--- config.mk ---
export PLATFORM = sky130hd
export DESIGN_NAME = gate_seq_ctrl
export DESIGN_NICKNAME = d
export VERILOG_FILES = /design/src/rtl/gate_seq_pkg.sv /design/src/rtl/gate_seq_checker.sv /design/src/rtl/gate_seq_ctrl.sv
export SDC_FILE = /design/constraint.sdc
export NUM_CORES = 1
export LEC_CHECK = 0
export BUFFER_PORTS_ARGS = -buffer_cell sky130_fd_sc_hd__buf_2
export CAP_MARGIN = 25
export CORE_MARGIN = 5
export CORE_UTILIZATION = 52
export CTS_BUF_LIST = sky130_fd_sc_hd__clkbuf_8
export DETAILED_ROUTE_END_ITERATION = 12
export PLACE_DENSITY = 0.85
export SLEW_MARGIN = 30
export SYNTH_ARGS = -nofsm -noshare
export SYNTH_HDL_FRONTEND = slang
export SYNTH_SLANG_ARGS = --single-unit
--- constraint.sdc ---
create_clock -name clk -period 1.49 [get_ports clk]
set_clock_uncertainty 0.15 [all_clocks]
set_input_delay 0.2235 -clock clk [delete_from_list [all_inputs] [get_ports clk]]
set_output_delay 0.2235 -clock clk [all_outputs]
set_load 0.03 [all_outputs]
--- src/rtl/gate_seq_pkg.sv ---
// rtl/gate_seq_pkg.sv - shared types and constants for the gate self-test sequencer
package gate_seq_pkg;

  localparam int VEC_W    = 3;
  localparam int SETTLE_W = 4;
  localparam int ERR_MAX  = 15;

  typedef enum logic [2:0] {
    IDLE   = 3'd0,
    DRIVE  = 3'd1,
    SETTLE = 3'd2,
    CHECK  = 3'd3,
    DONE   = 3'd4
  } state_t;

endpackage

--- src/rtl/gate_seq_checker.sv ---
// rtl/gate_seq_checker.sv - expected-vs-sampled compare for the gate datapath
module gate_seq_checker (
  input  logic drive_a,
  input  logic drive_b,
  input  logic drive_e,
  input  logic sample_c,
  input  logic sample_d,
  output logic mismatch
);

  // Expected values come from the registered drive bits, not from the index.
  always_comb begin
    mismatch = (sample_c != (drive_a & drive_b)) | (sample_d != ~drive_e);
  end

endmodule

--- src/rtl/gate_seq_ctrl.sv ---
// rtl/gate_seq_ctrl.sv - self-test sequencer walking all {a,b,e} vectors through the gate datapath
module gate_seq_ctrl
  import gate_seq_pkg::*;
#(
  parameter int NUM_VEC    = 8,
  parameter int SETTLE_CYC = 2
) (
  input  logic       clk,
  input  logic       rst,
  input  logic       start,
  input  logic       abort,
  input  logic       sample_c,
  input  logic       sample_d,
  output logic       drive_a,
  output logic       drive_b,
  output logic       drive_e,
  output logic       busy,
  output logic       done,
  output logic       pass,
  output logic [3:0] err_cnt,
  output logic       fail_valid,
  output logic [2:0] fail_idx
);

  localparam logic [VEC_W-1:0]    LAST_IDX   = VEC_W'(NUM_VEC - 1);
  localparam logic [SETTLE_W-1:0] SETTLE_LD  = SETTLE_W'(SETTLE_CYC);
  localparam logic [3:0]          ERR_SAT    = 4'(ERR_MAX);

  state_t              state;
  state_t              state_nxt;
  logic [VEC_W-1:0]    vec_idx;
  logic [SETTLE_W-1:0] settle_cnt;
  logic                mismatch;

  gate_seq_checker u_checker (
    .drive_a  (drive_a),
    .drive_b  (drive_b),
    .drive_e  (drive_e),
    .sample_c (sample_c),
    .sample_d (sample_d),
    .mismatch (mismatch)
  );

  // State register.
  always_ff @(posedge clk or posedge rst) begin
    if (rst) state <= IDLE;
    else     state <= state_nxt;
  end

  // Next-state and status decode; abort only acts while a run is in flight.
  always_comb begin
    state_nxt = state;
    busy      = 1'b0;
    done      = 1'b0;
    case (state)
      IDLE: begin
        if (start && !abort) state_nxt = DRIVE;
      end
      DRIVE: begin
        busy      = 1'b1;
        state_nxt = abort ? IDLE : SETTLE;
      end
      SETTLE: begin
        busy = 1'b1;
        if (abort)                 state_nxt = IDLE;
        else if (settle_cnt <= SETTLE_W'(1)) state_nxt = CHECK;
      end
      CHECK: begin
        busy = 1'b1;
        if (abort)                   state_nxt = IDLE;
        else if (vec_idx == LAST_IDX) state_nxt = DONE;
        else                          state_nxt = DRIVE;
      end
      DONE: begin
        done      = 1'b1;
        state_nxt = IDLE;
      end
      default: state_nxt = IDLE;
    endcase
  end

  // Datapath: drive registers, settle timer, vector index and result tracking.
  always_ff @(posedge clk or posedge rst) begin
    if (rst) begin
      drive_a    <= 1'b0;
      drive_b    <= 1'b0;
      drive_e    <= 1'b0;
      vec_idx    <= '0;
      settle_cnt <= '0;
      err_cnt    <= '0;
      fail_valid <= 1'b0;
      fail_idx   <= '0;
      pass       <= 1'b0;
    end else begin
      case (state)
        IDLE: begin
          if (state_nxt == DRIVE) begin
            vec_idx    <= '0;
            err_cnt    <= '0;
            fail_valid <= 1'b0;
            fail_idx   <= '0;
            pass       <= 1'b0;
          end
        end
        DRIVE: begin
          {drive_a, drive_b, drive_e} <= vec_idx;
          settle_cnt                  <= SETTLE_LD;
        end
        SETTLE: begin
          if (settle_cnt != '0) settle_cnt <= settle_cnt - SETTLE_W'(1);
        end
        CHECK: begin
          // A mismatch seen in the same cycle as abort is still recorded.
          if (mismatch) begin
            if (err_cnt != ERR_SAT) err_cnt <= err_cnt + 4'd1;
            if (!fail_valid) begin
              fail_valid <= 1'b1;
              fail_idx   <= vec_idx;
            end
          end
          if (state_nxt == DRIVE) vec_idx <= vec_idx + VEC_W'(1);
        end
        DONE: begin
          pass <= (err_cnt == 4'd0);
        end
        default: ;
      endcase
    end
  end

endmodule

-- Word-level counts from Yosys, hierarchy flattened
Index checks and enable logic that the tools add are counted.
W data, S select, Z words.
- word-level logic and storage cells: 72
- output and inout port bits: 14
- register bits after elaboration: 22
- input port bits: 6
- reductions and logical operators: 15
- $lt $le $gt $ge: 1
- bitwise operators: 3
- multiplexer cells: 25
- eq/ne operators: 15
- add/subtract/negate cells: 3
- operators by type and width (operator ; count):
    $mux W3 ; 9
    $mux W4 ; 4
    $pmux W4 S2 ; 2
    $ne A2 B2 Y1 const B ; 6
    $pmux W3 S2 ; 2
    $pmux W3 S4 ; 1
    $reduce_and A4 Y1 ; 2
    $eq A3 B1 Y1 const B ; 2
    $eq A3 B2 Y1 const B ; 2
    $eq A3 B3 Y1 const B ; 2
    $reduce_and A3 Y1 ; 2
    $reduce_bool A2 Y1 ; 3
    $add A4 B1 Y4 const B ; 1
    $le A4 B1 Y1 const B ; 1
    $logic_not A4 Y1 ; 1
    $mux W1 ; 4
    $ne A4 B4 Y1 const B ; 1
    $pmux W1 S2 ; 2
    $reduce_and A2 Y1 ; 2
    $reduce_bool A4 Y1 ; 1
    $sub A4 B1 Y4 const B ; 1
    $add A3 B1 Y3 const B ; 1
    $logic_not A3 Y1 ; 1
    $reduce_or A3 Y1 ; 1
    7 further kinds ; 8

-- Depth between registers and ports, before layout
Gate-level depths: netlist of the first run.
- word-level depth: 7
- mapped depth: 6
- mapped depth without buffers: 6

-- Cells and area by module
Synthesis of the first run repeated with hierarchy kept, for this count alone.
- cells, all modules: 118
- area total of the unflattened synthesis: 1181.1 µm²
- by module, submodules not included (module ; cells each ; area each (µm²) ; sequential area each (µm²) ; times used):
    gate_seq_ctrl ; 114 ; 1156.1 ; 550.5 ; 1
    gate_seq_checker ; 4 ; 25.0 ; 0.0 ; 1

-- Worst setup path after synthesis of the first run
Ideal clock, no wire load.
- kind: flip-flop to flip-flop
- from: register drive_e
- to: register fail_idx[0]
- path slack: -0.134 ns
- stages on the path, launching flop included: 5
- arrival: 1.353 ns
- clock period less this slack: 1.624 ns
- path buffers: 0
- cells stage by stage: dfrtp_1 xor2_2 a31oi_4 o221ai_2 a32o_1
- longest elaborated chain between the ends: 5
- RTL lines (what ; line ; text):
    start, declared ; gate_seq_ctrl.sv:16 ; output logic drive_e,
    start signal, assigned ; gate_seq_ctrl.sv:106 ; {drive_a, drive_b, drive_e} <= vec_idx;
    $not A1 Y1 ; gate_seq_checker.sv:13 ; mismatch = (sample_c != (drive_a & drive_b)) | (sample_d != ~drive_e);
    $ne A1 B1 Y1 ; gate_seq_checker.sv:13 ;
    $or A1 B1 Y1 ; gate_seq_checker.sv:13 ;
    $ne A2 B2 Y1 (no line) ; -- ;
    $reduce_and A4 Y1 (no line) ; -- ;
    end signal, assigned ; gate_seq_ctrl.sv:118 ; fail_idx <= vec_idx;
    end, declared ; gate_seq_ctrl.sv:22 ; output logic [2:0] fail_idx
No other way between the ends.
A chain may end at the register's enable or synchronous reset.

-- Worst setup path in the final report of the first run
- from: register state[1]
- to: register fail_idx[1]
- longest elaborated chain between the ends: 6
- elaborated cells on any way between the ends: 15
- those cells by class: eq/ne (7); mux (5); reduce/logical (3)
- RTL lines (what ; line ; text):
    start, declared ; gate_seq_ctrl.sv:29 ; state_t state;
    start signal, assigned ; gate_seq_ctrl.sv:47 ; else state <= state_nxt;
    $mux W3 ; gate_seq_ctrl.sv:66 ; else if (settle_cnt <= SETTLE_W'(1)) state_nxt = CHECK;
    $mux W3 ; gate_seq_ctrl.sv:65 ; if (abort) state_nxt = IDLE;
    $pmux W3 S4 ; gate_seq_ctrl.sv:55 ; case (state)
    $eq A3 B1 Y1 ; gate_seq_ctrl.sv:97 ; if (state_nxt == DRIVE) begin
    $ne A2 B2 Y1 (no line) ; -- ;
    $reduce_and A4 Y1 (no line) ; -- ;
Several ways; a longest one is shown, not always the timed one.

==> flow_summary_export.csv, run 1 <==
group,metric,value,unit
floorplan,die_w,59.5,um
grt,grt_util_all_layers,22.5,%
drt,dr.pass1.iters,6,
layout,antenna_cells,0,
drt,drt_iter0_markers,91,
synth,avgSynthCellArea,11.3,um2
drt,routedWlPerCell,23.9,um
layout,fin_area,2130,um2
power_and_ir_drop,p_leak,0.983,nW
synth,synth_commonest_cells,"dfrtp_1, inv_1, nor2_1",
floorplan,dieArea,3540,um2
setup_path,cp_num_buf_inv,2,
floorplan,die_h,59.5,um
layout,final_core_utilization,88.5,%
sta,hold_viol,0,
synth,yosysWarnings,0,
synth,synth-edff-count,0,
synth,syn_area,1270,um2
power_and_ir_drop,irDropWorstVdd,0.986,mV
job,max_cap_violations,0,
place,placed_area,1620,um2
cts,insertion_delay,280,ps
power_and_ir_drop,p_total,2.20,mW
place,dp.cells,184,
synth,yosysSeqAreaShare,43.2,%
layout,final_nets,193,
floorplan,num_rows,18,
place,pre_cts_ws,-82.2,ps
drt,route.antenna.remaining_nets,0,
run_status,outcome,"finished, violations left",
place,hpwl,2290,um
setup_path,critical_path_peak_fanout,7,
synth,ys_ff_latch,22,
drt,drt_wl_total,5020,um
layout,multi_input_area,903,um2
floorplan,start_util,52.9,%
place,place_congestion,0.816,
place,portBuffers,19,
synth,syn_inst,113,
setup_path,crit_top_cell,"buf_12",
layout,area_growth_syn_to_layout,67.5,%
cts,cts_tree,"yes",
floorplan,coreArea,2410,um2
grt,antenna_found_initial,0,
sta,maxSlewViolCount,0,
synth,synth_cell_types,50,
grt,gr-total-overflow,0,
synth,netlist_top_cells_area,"dfrtp_1, ha_1, a32o_1",
hold_path,hold_path_class,"input pin to flip-flop",
sta,setup_viol,20,
sta,worst_pin_slew,400,ps
sta,setup_slack,-179,ps
cts,clkSlewWorstSetupHoldPaths,90,ps
setup_path,crit_slowest_cell,"dfrtp_1",
sta,min_period,1670,ps
synth,async_flop_share,100,%
sta,fin_crit_sh,112,%
grt,grt_pass1_wl,5900,um
setup_path,worstPathArrival,1690,ps
cts,cts_buffers,3,
synth,post-synth-top-count-cell,"dfrtp_1",
setup_path,required,1510,ps
sta,rsz0062_at_grt,"true",
cts,h-tree-depth,1,
setup_path,cp-start-kind,"flip-flop",
cts,cts_sinks,22,
drt,drc,0,
synth,synth.largest_area_cell,"dfrtp_1",
power_and_ir_drop,p_per_area,1030,nW/um2
layout,fin_cells,210,
cts,cts_buffer_depth,2,
grt,first_global_vias,1242,
floorplan,num_io_pins,20,
setup_path,crit_family,"compound AO/OA/AOI/OAI gates",
grt,grt_max_degree,23,
drt,viasPerCell,6.20,
sta,max_freq,599,MHz
setup_path,crit_chain,"buf_12 > buf_12 > nand2_8 > a31oi_4 > o221ai_4 > a32o_1",
synth,syn_nets,125,
layout,nFillCells,93,
run_status,violations,"negative setup slack",
layout,drive_above_1_share,65.6,%
sta,slew_headroom,73.1,%
setup_path,critPathKind,"flip-flop to flip-flop",
drt,vias,1301,
setup_path,cp-end-kind,"flip-flop",
layout,seq_area,558,um2
cts,root_buffer,"clkbuf_8",
synth,synth_top_cell_area_share,43.2,%
synth,ys.flop_type,"dfrtp_1",
setup_path,slowest_delay,390,ps
[registers in the layout, indices dropped and copies added, names as in the netlist, 3 cells and up]
name and flops:
settle_cnt 4, err_cnt 4, fail_idx 3, state 3, vec_idx 3
[metrics by stage]
step                      hold WS, ps  setup TNS (ps)
after floorplan                  62.4            -189
after global routing             31.4           -2980
after global placement            120           -59.0
after detailed placement          125            -670
final                            31.2           -2260
after CTS                        20.7            -776
[timing repair]
action / in CTS / in global routing
hold buffers: 1 / 0
pin swaps: 6 / 29
buffers inserted: 6 / 16
endpoints found under the setup margin: 19 / 21
endpoints found under the hold margin: 22 / 0
resized for setup: 19 / 40
[report_power, final]
group          internal [mW]  switching (mW)  total [mW]  leakage, nW
combinational          0.486           0.501       0.987        0.665
sequential             0.668          0.0890       0.757        0.290
clock                  0.237           0.216       0.453       0.0288
[routing by layer]
layer / vias up / share of wire, % / GRT usage, %
met5: - / 0 / 0
met2: 84 / 50 / 40.6
met3: 13 / 8.6 / 3.49
li1: 556 / - / -
met1: 648 / 39 / 26.9
met4: 0 / 2.5 / 7.91
[cells in the final DEF (no fill, tap or decap), types with 3 or more instances in the layout]
cell and instances:
nor2_4 4, o21ai_1 3, nand3_1 3, nor2_1 4, a32o_1 4, buf_2 17, ha_4 3, dfrtp_1 16
mux2_4 4, inv_1 6, buf_4 31, clkbuf_8 4, a31oi_1 3, dfrtp_2 6, buf_6 15
[logic make-up after synthesis]
family / after synthesis / synth area share [%]
AO/OA/AOI/OAI: 33 / 22.7
flip-flops: 22 / 43.2
adder cells (fa/ha/maj): 6 / 5.89
AND/OR/NAND/NOR: 33 / 18.2
XOR/XNOR: 2 / 1.97
multiplexers: 4 / 3.54
buffers and inverters: 13 / 4.52
[worst paths after layout]
path | from | slack, ps | to | cells past startpoint
min in group asynchronous | rst | 370 | err_cnt[2] | 4
max in group asynchronous | rst | 570 | drive_a | 4
min | abort | 30 | state[2] | 2
max | state[1] | -180 | fail_idx[1] | 6
min reg2reg | fail_idx[1] | 370 | fail_idx[1] | 1
max reg2reg | state[1] | -180 | fail_idx[1] | 6
[layout make-up]
class,count,share of cell area (%)
Sequential cell,22,26.2
Tap cell,30,1.76
Multi-Input combinational cell,78,42.3
Clock buffer,4,2.58
Inverter,10,1.99
Timing Repair Buffer,66,25.2
(Power assumes the default switching activity.)
==> run 2: changes to the inputs <==
--- a/config.mk
+++ b/config.mk
@@ -6,12 +6,14 @@
 export NUM_CORES = 1
 export LEC_CHECK = 0
 export BUFFER_PORTS_ARGS = -buffer_cell sky130_fd_sc_hd__buf_2
-export CAP_MARGIN = 25
+export CAP_MARGIN = 5
+export CORE_ASPECT_RATIO = 0.5
 export CORE_MARGIN = 5
-export CORE_UTILIZATION = 52
+export CORE_UTILIZATION = 35
 export CTS_BUF_LIST = sky130_fd_sc_hd__clkbuf_8
 export DETAILED_ROUTE_END_ITERATION = 12
-export PLACE_DENSITY = 0.85
+export PLACE_DENSITY = 0.64
+export SKIP_CTS_REPAIR_TIMING = 1
 export SLEW_MARGIN = 30
 export SYNTH_ARGS = -nofsm -noshare
 export SYNTH_HDL_FRONTEND = slang
==> run 2 against run 1 <==
  * The run still ends with negative setup slack left
  * First-iteration DRC count fell by 56%
  * Via count is 18% lower
  * Clock-buffer cell count unchanged
  * Power down 6.5%
  * Final cell count rose by 4.8%
  * Critical endpoint is now done
  * Largest cell class unchanged
  * Highest routed layer unchanged
==> flow_summary_export.csv, run 2 (synthesized netlist as in run 1, its figures left out) <==
group,metric,value,unit
run_status,outcome,"finished, violations left",
run_status,violations,"negative setup slack",
cts,clkSlewWorstSetupHoldPaths,80,ps
floorplan,num_rows,15,
layout,area_growth_syn_to_layout,51.7,%
sta,fin_crit_sh,110,%
setup_path,cp-end-kind,"output port",
drt,drt_wl_total,3040,um
drt,routedWlPerCell,13.8,um
power_and_ir_drop,p_per_area,1060,nW/um2
setup_path,cp_num_buf_inv,2,
place,hpwl,2130,um
floorplan,die_h,52.7,um
grt,gr-total-overflow,0,
sta,slew_headroom,80.4,%
drt,dr.max_layer_used,"met4",
place,portBuffers,19,
drt,route.antenna.remaining_nets,0,
setup_path,critPathKind,"flip-flop to output port",
place,place_congestion,0.724,
power_and_ir_drop,intPower,1.38,mW
sta,min_period,1640,ps
layout,final_nets,182,
floorplan,coreArea,3470,um2
setup_path,crit_chain,"buf_6 > nor3_4 > buf_6",
grt,antenna_found_initial,0,
layout,reg_top3,"err_cnt (4), settle_cnt (4)",
sta,setup_viol,12,
floorplan,num_io_pins,20,
place,pre_cts_ws,-63.2,ps
cts,root_buffer,"clkbuf_8",
setup_path,worst-path-stages,3,
floorplan,die_w,95.3,um
layout,final_common_cell,"buf_4",
layout,drive_above_1_share,59.8,%
cts,cts_tree,"yes",
power_and_ir_drop,power_frac_seq,36.9,%
drt,drc,0,
sta,max_freq,611,MHz
layout,antenna_cells,0,
power_and_ir_drop,comb_power_share,42.0,%
grt,grt_max_degree,23,
power_and_ir_drop,irDropWorstVdd,0.314,mV
setup_path,cp-start-kind,"flip-flop",
layout,fin_cells,220,
setup_path,crit_slowest_cell,"dfrtp_2",
setup_path,critical_path_peak_fanout,6,
cts,cts_sinks,22,
power_and_ir_drop,p_leak,0.922,nW
hold_path,hold_depth,2,
cts,insertion_delay,260,ps
drt,wl_met2,1580,um
sta,rsz0062_at_grt,"true",
setup_path,crit_family,"flip-flops",
drt,drt_iter0_markers,40,
sta,maxSlewViolCount,0,
setup_path,crit_top_cell,"buf_6",
sta,setup_slack,-147,ps
drt,dr.pass1.iters,3,
drt,viasPerCell,4.86,
setup_path,slowest_delay,490,ps
sta,hold_viol,0,
job,max_cap_violations,0,
grt,grt_pass1_wl,4950,um
power_and_ir_drop,switching_share,32.6,%
sta,worst_pin_slew,294,ps
drt,wl_met3,60,um
layout,final_core_utilization,55.6,%
place,dp.cells,207,
setup_path,required,1120,ps
power_and_ir_drop,power_frac_clock,21.1,%
setup_path,worstPathArrival,1260,ps
cts,h-tree-depth,1,
grt,grt_util_all_layers,12.7,%
cts,cts_buffers,3,
grt,first_global_vias,1060,
setup_path,r2r_cells,4,
cts,cts_buffer_depth,2,
floorplan,dieArea,5020,um2
drt,met1_length,1380,um
hold_path,hold_path_class,"input pin to flip-flop",
layout,layout_common_cells,"buf_4, buf_2, dfrtp_1",
power_and_ir_drop,p_sw,0.670,mW
floorplan,start_util,36.7,%
drt,vias,1069,
==> run 2: changes by cell type in the layout (fill, tap and decap cells not counted), moves of 3 or more <==
cell    before  now
mux2_1       0    3
buf_6       15    9
buf_4       31   28
mux2_4       4    1
==> run 2: stage by stage <==
step / power, mW / hold WS, ps / TNS [ps] / instance area [um2]
2_1_floorplan: 1.11 / 62.4 / -189 / 1310
3_3_place_gp: 1.35 / 123 / -255 / 1650
3_5_place_dp: 1.36 / 129 / -507 / 1650
4_1_cts: 1.80 / -163 / -1220 / 1700
5_1_grt: 2.17 / 45.0 / -1440 / 1930
6_report: 2.05 / 35.7 / -686 / 1930
==> run 2: path summary, 6_finish.rpt <==
check / startpoint / endpoint / slack (ps)
max: state[1] / done / -150
min: abort / state[2] / 40
max reg2reg: drive_b / fail_idx[1] / -90
min reg2reg: fail_idx[2] / fail_idx[2] / 340
max in group asynchronous: rst / err_cnt[1] / 560
min in group asynchronous: rst / settle_cnt[1] / 380
==> run 2: power groups by stage <==
stage	sequential (mW)	clock, mW	combinational [mW]
after floorplan	0.773	0	0.335
after detailed placement	0.747	0	0.611
final	0.758	0.433	0.863
after global routing	0.772	0.466	0.931
after CTS	0.735	0.446	0.616
after global placement	0.743	0	0.604
==> run 2: per-layer routing <==
metal | up-vias | global-route usage (%)
met4 | 0 | 2.87
met2 | 7 | 22.2
met5 | - | 0
met3 | 2 | 3.30
met1 | 527 | 15.9
li1 | 533 | -
==> run 2: final cells by class <==
class	instances	area (um2)
fill	289	1540
multi-input combinational	78	808
inverter	10	37.5
timing repair buffer	55	407
tap	51	63.8
sequential	22	561
clock buffer	4	55.1
